$ cat src/rtl/id_stage.sv
// Instruction-decode pipeline stage.
// Holds one instruction handed over by IF. It decodes the fields, the one-hot
// class and the immediate, and presents them to EX under a valid/allow-in
// handshake. It also stalls the instruction behind a load whose destination
// it reads (load-use hazard).
module id_stage (
    input  logic         clk,
    input  logic         rst,
    input  logic         if_to_id_valid,
    input  logic [63:0]  if_to_id_bus,
    input  logic [31:0]  irom_dout,
    output logic         id_allow_in,
    input  logic         br_taken,
    input  logic         ex_allow_in,
    input  logic         ex_valid,
    input  logic         ex_is_load,
    input  logic [4:0]   ex_rd,
    output logic [4:0]   rf_raddr1,
    output logic [4:0]   rf_raddr2,
    output logic         id_to_ex_valid,
    output logic [124:0] id_to_ex_bus
);

    localparam logic [6:0] OPC_LUI    = 7'b0110111;
    localparam logic [6:0] OPC_AUIPC  = 7'b0010111;
    localparam logic [6:0] OPC_JAL    = 7'b1101111;
    localparam logic [6:0] OPC_JALR   = 7'b1100111;
    localparam logic [6:0] OPC_BRANCH = 7'b1100011;
    localparam logic [6:0] OPC_LOAD   = 7'b0000011;
    localparam logic [6:0] OPC_STORE  = 7'b0100011;
    localparam logic [6:0] OPC_OPIMM  = 7'b0010011;
    localparam logic [6:0] OPC_OP     = 7'b0110011;

    // op_class bit positions
    localparam int C_LUI    = 0;
    localparam int C_AUIPC  = 1;
    localparam int C_JAL    = 2;
    localparam int C_JALR   = 3;
    localparam int C_BRANCH = 4;
    localparam int C_LOAD   = 5;
    localparam int C_STORE  = 6;
    localparam int C_OPIMM  = 7;
    localparam int C_OP     = 8;

    // Reset leaves a NOP (ADDI x0,x0,0) in the instruction register. The
    // decoded bus is then well defined even while id_valid is low.
    localparam logic [31:0] INST_NOP = 32'h0000_0013;

    logic        id_valid_q, id_valid_d;
    logic [31:0] id_pc_q,    id_pc_d;
    logic [31:0] id_pc4_q,   id_pc4_d;
    logic [31:0] id_inst_q,  id_inst_d;

    logic        id_ready_go;
    logic        load_use_stall;
    logic        accept;

    logic [6:0]  opcode;
    logic [4:0]  rd;
    logic [2:0]  funct3;
    logic [4:0]  rs1;
    logic [4:0]  rs2;
    logic        funct7b5;

    logic [8:0]  op_class;
    logic        illegal;
    logic [31:0] imm;
    logic        uses_rs1;
    logic        uses_rs2;

    // Handshake: ID can take a new instruction when empty or when its current one leaves this cycle
    always_comb begin
        id_ready_go    = !load_use_stall;
        id_allow_in    = !id_valid_q || (id_ready_go && ex_allow_in);
        id_to_ex_valid = id_valid_q && id_ready_go;
        accept         = if_to_id_valid && id_allow_in && !br_taken;
    end

    // Next-state for the stage registers. A redirect drops both the held
    // instruction and anything offered in the same cycle.
    always_comb begin
        id_valid_d = id_valid_q;
        id_pc_d    = id_pc_q;
        id_pc4_d   = id_pc4_q;
        id_inst_d  = id_inst_q;
        if (br_taken) begin
            id_valid_d = 1'b0;
        end else if (id_allow_in) begin
            id_valid_d = if_to_id_valid;
        end
        if (accept) begin
            id_pc_d   = if_to_id_bus[31:0];
            id_pc4_d  = if_to_id_bus[63:32];
            id_inst_d = irom_dout;
        end
    end

    // Stage registers; reset overrides stall and flush in the same edge
    always_ff @(posedge clk) begin
        if (rst) begin
            id_valid_q <= 1'b0;
            id_pc_q    <= 32'h0;
            id_pc4_q   <= 32'h0;
            id_inst_q  <= INST_NOP;
        end else begin
            id_valid_q <= id_valid_d;
            id_pc_q    <= id_pc_d;
            id_pc4_q   <= id_pc4_d;
            id_inst_q  <= id_inst_d;
        end
    end

    // Field extraction from the held instruction word
    always_comb begin
        opcode   = id_inst_q[6:0];
        rd       = id_inst_q[11:7];
        funct3   = id_inst_q[14:12];
        rs1      = id_inst_q[19:15];
        rs2      = id_inst_q[24:20];
        funct7b5 = id_inst_q[30];
        rf_raddr1 = rs1;
        rf_raddr2 = rs2;
    end

    // One-hot instruction class; unknown opcodes are flagged illegal
    always_comb begin
        op_class = 9'b0;
        illegal  = 1'b0;
        case (opcode)
            OPC_LUI:    op_class[C_LUI]    = 1'b1;
            OPC_AUIPC:  op_class[C_AUIPC]  = 1'b1;
            OPC_JAL:    op_class[C_JAL]    = 1'b1;
            OPC_JALR:   op_class[C_JALR]   = 1'b1;
            OPC_BRANCH: op_class[C_BRANCH] = 1'b1;
            OPC_LOAD:   op_class[C_LOAD]   = 1'b1;
            OPC_STORE:  op_class[C_STORE]  = 1'b1;
            OPC_OPIMM:  op_class[C_OPIMM]  = 1'b1;
            OPC_OP:     op_class[C_OP]     = 1'b1;
            default:    illegal            = 1'b1;
        endcase
    end

    // Sign-extended immediate selected by instruction format
    always_comb begin
        imm = 32'h0;
        if (op_class[C_JALR] || op_class[C_LOAD] || op_class[C_OPIMM]) begin
            imm = {{20{id_inst_q[31]}}, id_inst_q[31:20]};
        end else if (op_class[C_STORE]) begin
            imm = {{20{id_inst_q[31]}}, id_inst_q[31:25], id_inst_q[11:7]};
        end else if (op_class[C_BRANCH]) begin
            imm = {{19{id_inst_q[31]}}, id_inst_q[31], id_inst_q[7],
                   id_inst_q[30:25], id_inst_q[11:8], 1'b0};
        end else if (op_class[C_LUI] || op_class[C_AUIPC]) begin
            imm = {id_inst_q[31:12], 12'h000};
        end else if (op_class[C_JAL]) begin
            imm = {{11{id_inst_q[31]}}, id_inst_q[31], id_inst_q[19:12],
                   id_inst_q[20], id_inst_q[30:21], 1'b0};
        end
    end

    // Load-use hazard: the load result is not forwardable in time, so the
    // consumer waits in ID. x0 is never a real dependency.
    always_comb begin
        uses_rs1 = op_class[C_JALR] | op_class[C_BRANCH] | op_class[C_LOAD] |
                   op_class[C_STORE] | op_class[C_OPIMM] | op_class[C_OP];
        uses_rs2 = op_class[C_BRANCH] | op_class[C_STORE] | op_class[C_OP];
        load_use_stall = id_valid_q && ex_valid && ex_is_load && (ex_rd != 5'd0) &&
                         ((uses_rs1 && (rs1 == ex_rd)) || (uses_rs2 && (rs2 == ex_rd)));
    end

    // Decoded bus is a pure function of the held registers, so it stays stable while stalled
    always_comb begin
        id_to_ex_bus = {illegal, op_class, funct7b5, funct3, rs2, rs1, rd,
                        imm, id_pc4_q, id_pc_q};
    end

endmodule
$ cat config.mk
export PLATFORM = sky130hd
export DESIGN_NAME = id_stage
export DESIGN_NICKNAME = d
export VERILOG_FILES = /design/src/rtl/id_stage.sv
export SDC_FILE = /design/constraint.sdc
export NUM_CORES = 1
export LEC_CHECK = 0
export ABC_AREA = 1
export ABC_CLOCK_PERIOD_IN_PS = 2700
export BUFFER_PORTS_ARGS = -buffer_cell sky130_fd_sc_hd__buf_2
export CORE_MARGIN = 2
export CORE_UTILIZATION = 52
export DETAILED_ROUTE_END_ITERATION = 8
export GPL_TIMING_DRIVEN = 1
export PLACE_DENSITY = 0.86
export SYNTH_ARGS = -nofsm -noshare
export SYNTH_HDL_FRONTEND = slang
export SYNTH_SLANG_ARGS = --single-unit
$ cat constraint.sdc
create_clock -name clk -period 2.7 [get_ports clk]
set_clock_uncertainty 0.05 [all_clocks]
set_input_delay 0.135 -clock clk [delete_from_list [all_inputs] [get_ports clk]]
set_output_delay 0.135 -clock clk [all_outputs]
set_load 0.02 [all_outputs]
# Yosys cells after proc, flatten, opt, wreduce, memory -nomap -nowiden
# Index checks and enable logic that the tools add are counted.
[totals]
inputBits = 108
ff_bits = 97
elab_cells = 58
output_inout_bits = 137
[classes]
n_bitwise = 7
reduce_logical = 21
eq_ne = 11
n_mux = 15
[ops]
columns = ["cell", "count"]
rows = [
  ["$mux 32", 5],
  ["$eq 7x6->1 const B", 3],
  ["$eq 7x7->1 const B", 3],
  ["$eq 7x5->1 const B", 2],
  ["$eq 5x5->1", 2],
  ["$logic_and 1x1->1", 10],
  ["$mux 1", 10],
  ["$reduce_or 9->1", 1],
  ["$eq 7x2->1 const B", 1],
  ["$or 1x1->1", 7],
  ["$logic_or 1x1->1", 5],
  ["$reduce_bool 5->1", 1],
  ["$logic_not 1->1", 3],
  ["$reduce_or 2->1", 1],
]

# Longest topological paths before layout
[depth]
ltp_word = 15
ltp_mapped = 15

# Least setup slack after synthesis
# No wires, ideal clock.
[synth_path]
path_type = "reg2out"
startpoint = "reg id_inst_q[4]"
endpoint = "out id_to_ex_bus[85]"
path_buffers = 1
slack_ps = 764
path_stages_with_launch = 8
arrival_time_ps = 1751
required_ps = 2515
cell_sequence = "dfxtp_1 -> nand2_1 -> nor2_1 -> inv_1 -> nor2_1 -> nor2_1 -> clkbuf_1 -> o21ai_0"
[synth_between]
elab_chain_cells = 7
[synth_rtl]
columns = ["element", "line_no", "rtl"]
rows = [
  ["start, declared", "52", "logic [31:0] id_inst_q, id_inst_d;"],
  ["start signal, assigned", "109", "id_inst_q <= id_inst_d;"],
  ["$eq 7x6->1", "129", "case (opcode)"],
  ["$mux 1", "129", ""],
  ["via id_to_ex_bus[115]", "21", "output logic [124:0] id_to_ex_bus"],
  ["$logic_or 1x1->1", "153", "end else if (op_class[C_LUI] || op_class[C_AUIPC]) begin"],
  ["$mux 32", "153", ""],
  ["$mux 32", "150", "end else if (op_class[C_BRANCH]) begin"],
  ["$mux 32", "148", "end else if (op_class[C_STORE]) begin"],
  ["$mux 32", "146", "if (op_class[C_JALR] || op_class[C_LOAD] || op_class[C_OPIMM]) begin"],
  ["end, declared", "21", ""],
]
# The timed path passes the listed nets, and every way through them passes these cells.

# Worst setup path after layout
[layout_path]
startpoint = "reg id_inst_q[5]"
endpoint = "out id_allow_in"
[layout_between]
elab_chain_cells = 13
[layout_rtl]
columns = ["element", "line_no", "rtl"]
rows = [
  ["$eq 7x7->1", "129", ""],
  ["$mux 1", "129", ""],
  ["$or 1x1->1 (3 in series)", "164", "uses_rs1 = op_class[C_JALR] | op_class[C_BRANCH] | op_class[C_LOAD] |"],
  ["$or 1x1->1 (2 in series)", "165", "op_class[C_STORE] | op_class[C_OPIMM] | op_class[C_OP];"],
  ["$logic_and 1x1->1", "168", "((uses_rs1 && (rs1 == ex_rd)) || (uses_rs2 && (rs2 == ex_rd)));"],
  ["$logic_or 1x1->1 (*)", "168", ""],
  ["$logic_and 1x1->1 (*)", "167", "load_use_stall = id_valid_q && ex_valid && ex_is_load && (ex_rd != 5'd0) &&"],
  ["$logic_not 1->1 (*)", "73", "id_ready_go = !load_use_stall;"],
  ["$logic_and 1x1->1 (*)", "74", "id_allow_in = !id_valid_q || (id_ready_go && ex_allow_in);"],
  ["$logic_or 1x1->1 (*)", "74", ""],
  ["end, declared", "12", "output logic id_allow_in,"],
]
# Every way passes the cells marked *; elsewhere a longest branch is shown, timed or not.

==> impl_metrics.ini <==
[cells_and_area]
fin_util_pct = 65.4
layout_commonest_cell = inv_1
multiInputGateArea_um2 = 2230
nets = 1264
synthToLayoutAreaGrowth_pct = 23.0
regArea_um2 = 1940
drive_gt1_share_pct = 24.7
final_cell_mix = inv_1 (286), buf_2 (244), nand2_1 (218)
fillers = 1041
fin_cells = 1302

[logic_synthesis]
ys_ff_latch = 97
synth_cells = 969
ys.warnings.count = 0
synth_area_um2 = 5740
ys_types = 25
synth_area_per_cell_um2 = 5.92
synth_fp_nets = 1077
synth-seq-area-share_pct = 33.8

[critical_path]
end_kind = output port
rr_worst_depth = 12
crit_start = id_inst_q[5]$_SDFFE_PP0P_
setup.worst_path.end = id_allow_in
crit_fanout = 47
reg2reg_slack_ns = 0.59
reg2reg_to = id_pc4_q[16]$_SDFFE_PP0P_
arrival_ns = 2.24
crit_type = register to output port
cp-start-kind = register
cp.required_ns = 2.52
r2r-start = id_inst_q[5]$_SDFFE_PP0P_

[routing]
initialDrtViolationCount = 422
avgRoutedWirePerCell_um = 12.0
num_vias = 6138
wl_met2_um = 7670
dr.pass1.iters = 5
drt-total-wl_um = 15700
wl_met1_um = 6220
antenna_left = 0
met3_length_um = 1280
vias_per_cell = 4.71
routed.top_layer = met5
drc = 0

[timing]
fmax_mhz = 412
finalHoldViolations = 0
rsz0062_at_grt = no
relSlewSlack_pct = 58.1
finalCritPeriodShare_pct = 89.9
finalSetupTns_ns = 0
setup_ws_ns = 0.272
setup_viol = 0
period_minus_slack_ns = 2.43
worstMarginPinSlew_ns = 0.627
slew_violations = 0

[cts]
postCtsSetupBuffers = 0
h-tree-depth = 3
root_buffer = clkbuf_8
cts.sinks = 97
clk_pin_slew_ns = 0.10
tritoncts = built
cts_buffers = 9
cts_max_path_buffers = 2
worstSkewPairLatency_ns = 0.34

[die]
die_x_um = 109
die_area_um2 = 11900
start_util_pct = 53.2
rows = 38
core_um2 = 10800
dieHeight_um = 109
num_io_pins = 245

[pwr]
power_density_nw_per_um2 = 480
combPwrFrac_pct = 26.9
p_clk_share_pct = 26.1
power.switching_mw = 1.14
leakagePower_nw = 4.54
seqPwrFrac_pct = 47.0
internal_power_mw = 2.24
ir_drop_v = 0.000235
switching_share_pct = 33.8

[global_route]
overflow = 0
track_usage_pct = 25.6
antenna_found_initial = 2
grt_max_degree = 62
first_global_vias = 5400
grt_pass1_wl_um = 24600

[place]
portBuffers = 244
dp.cells = 1281
dp_slack_ns = 0.537
dpl.hpwl_um = 11500
place.gp.congestion = 0.950

[min_path]
hold_path.class = input port to register

[status]
outcome = completed

[run]
maxCapViolCount = 0
==> through the flow <==
stage | hold slack, ns | instance area (um2) | total power, mW
floorplan | 0.227 | 5740 | 2.25
global placement | 0.344 | 6820 | 2.51
detailed placement | 0.349 | 6820 | 2.52
CTS | 0.00645 | 7040 | 3.41
global route | 0.0359 | 7050 | 3.59
finish | 0.0243 | 7050 | 3.38
==> flip-flops by register name, indices dropped and copies added (netlist names) <==
| register | cells |
|---|---|
| id_valid_q | 1 |
| id_pc_q | 32 |
| id_inst_q | 32 |
| id_pc4_q | 32 |
==> layout make-up <==
cell class              count  area share [%]
diodes                      1          0.0355
clock buffers              12            2.20
clock inverters             4           0.390
inverters                 296            15.8
multi-input cells         493            31.7
flip-flops and latches     97            27.5
well taps                 140            2.48
repair buffers            259            19.9
==> per-layer routing <==
metal | track usage, % | vias up
li1 | - | 3169
met1 | 31.3 | 2644
met2 | 44.4 | 283
met3 | 4.66 | 40
met4 | 10.3 | 2
met5 | 0 | -
==> power groups by stage <==
stage	combinational, mW	sequential [mW]	clock (mW)
2_1_floorplan	0.558	1.70	0
3_3_place_gp	0.890	1.62	0
3_5_place_dp	0.903	1.62	0
4_1_cts	0.911	1.59	0.908
5_1_grt	1.02	1.60	0.963
6_report	0.911	1.59	0.884
==> Yosys cell counts (all sizes together) <==
| cell | instances | area, um2 |
|---|---|---|
| a21oi | 4 | 20.0 |
| buf | 51 | 362 |
| nand2 | 220 | 831 |
| nand4 | 97 | 607 |
| nand3 | 10 | 55.1 |
| a221oi | 1 | 8.76 |
| clkinv | 1 | 3.75 |
| nor2 | 122 | 458 |
| inv | 295 | 1110 |
| o22ai | 4 | 25.0 |
| or2 | 2 | 12.5 |
| xor2 | 2 | 17.5 |
| dfxtp | 97 | 1940 |
| clkbuf | 32 | 120 |
| nor4 | 1 | 6.26 |
| xnor2 | 3 | 26.3 |
| nor3 | 3 | 15.0 |
| o21ai | 24 | 120 |
==> timing repair <==
| action | in CTS | in global routing |
|---|---|---|
| resized for setup | 0 | 2 |
| hold buffers | 4 | 0 |
| endpoints found under the setup margin | 0 | 1 |
| hold endpoints to repair | 4 | 0 |
==> worst max-delay path: stages (launching register included) <==
cell	delay (ns)
dfxtp_1	0.37
inv_1	0.09
nor2_1	0.04
o21ai_1	0.23
nand3_1	0.18
nand2_1	0.11
nand2_1	0.15
nand2_8	0.20
buf_12	0.24
nand2_1	0.07
nand2_1	0.07
buf_2	0.16
==> cells by family after synthesis <==
logic type	share of synthesized area, %
simple gates	34.6
flops	33.8
xor+xnor	0.763
compound gates	3.03
buf+inv	27.8
==> worst min path at each step <==
stage,from,endpoint,slack (ns),cells after the start
final,br_taken,id_valid_q$_SDFFE_PP0P_,0.02,4
after global routing,br_taken,id_valid_q$_SDFFE_PP0P_,0.04,4
after CTS,br_taken,id_valid_q$_SDFFE_PP0P_,0.006,4
after detailed placement,irom_dout[1],id_inst_q[1]$_SDFFE_PP1P_,0.35,3
after global placement,irom_dout[1],id_inst_q[1]$_SDFFE_PP1P_,0.34,3
after floorplan,rst,id_valid_q$_SDFFE_PP0P_,0.23,3
No activity file was read; power rests on OpenSTA's default activity.
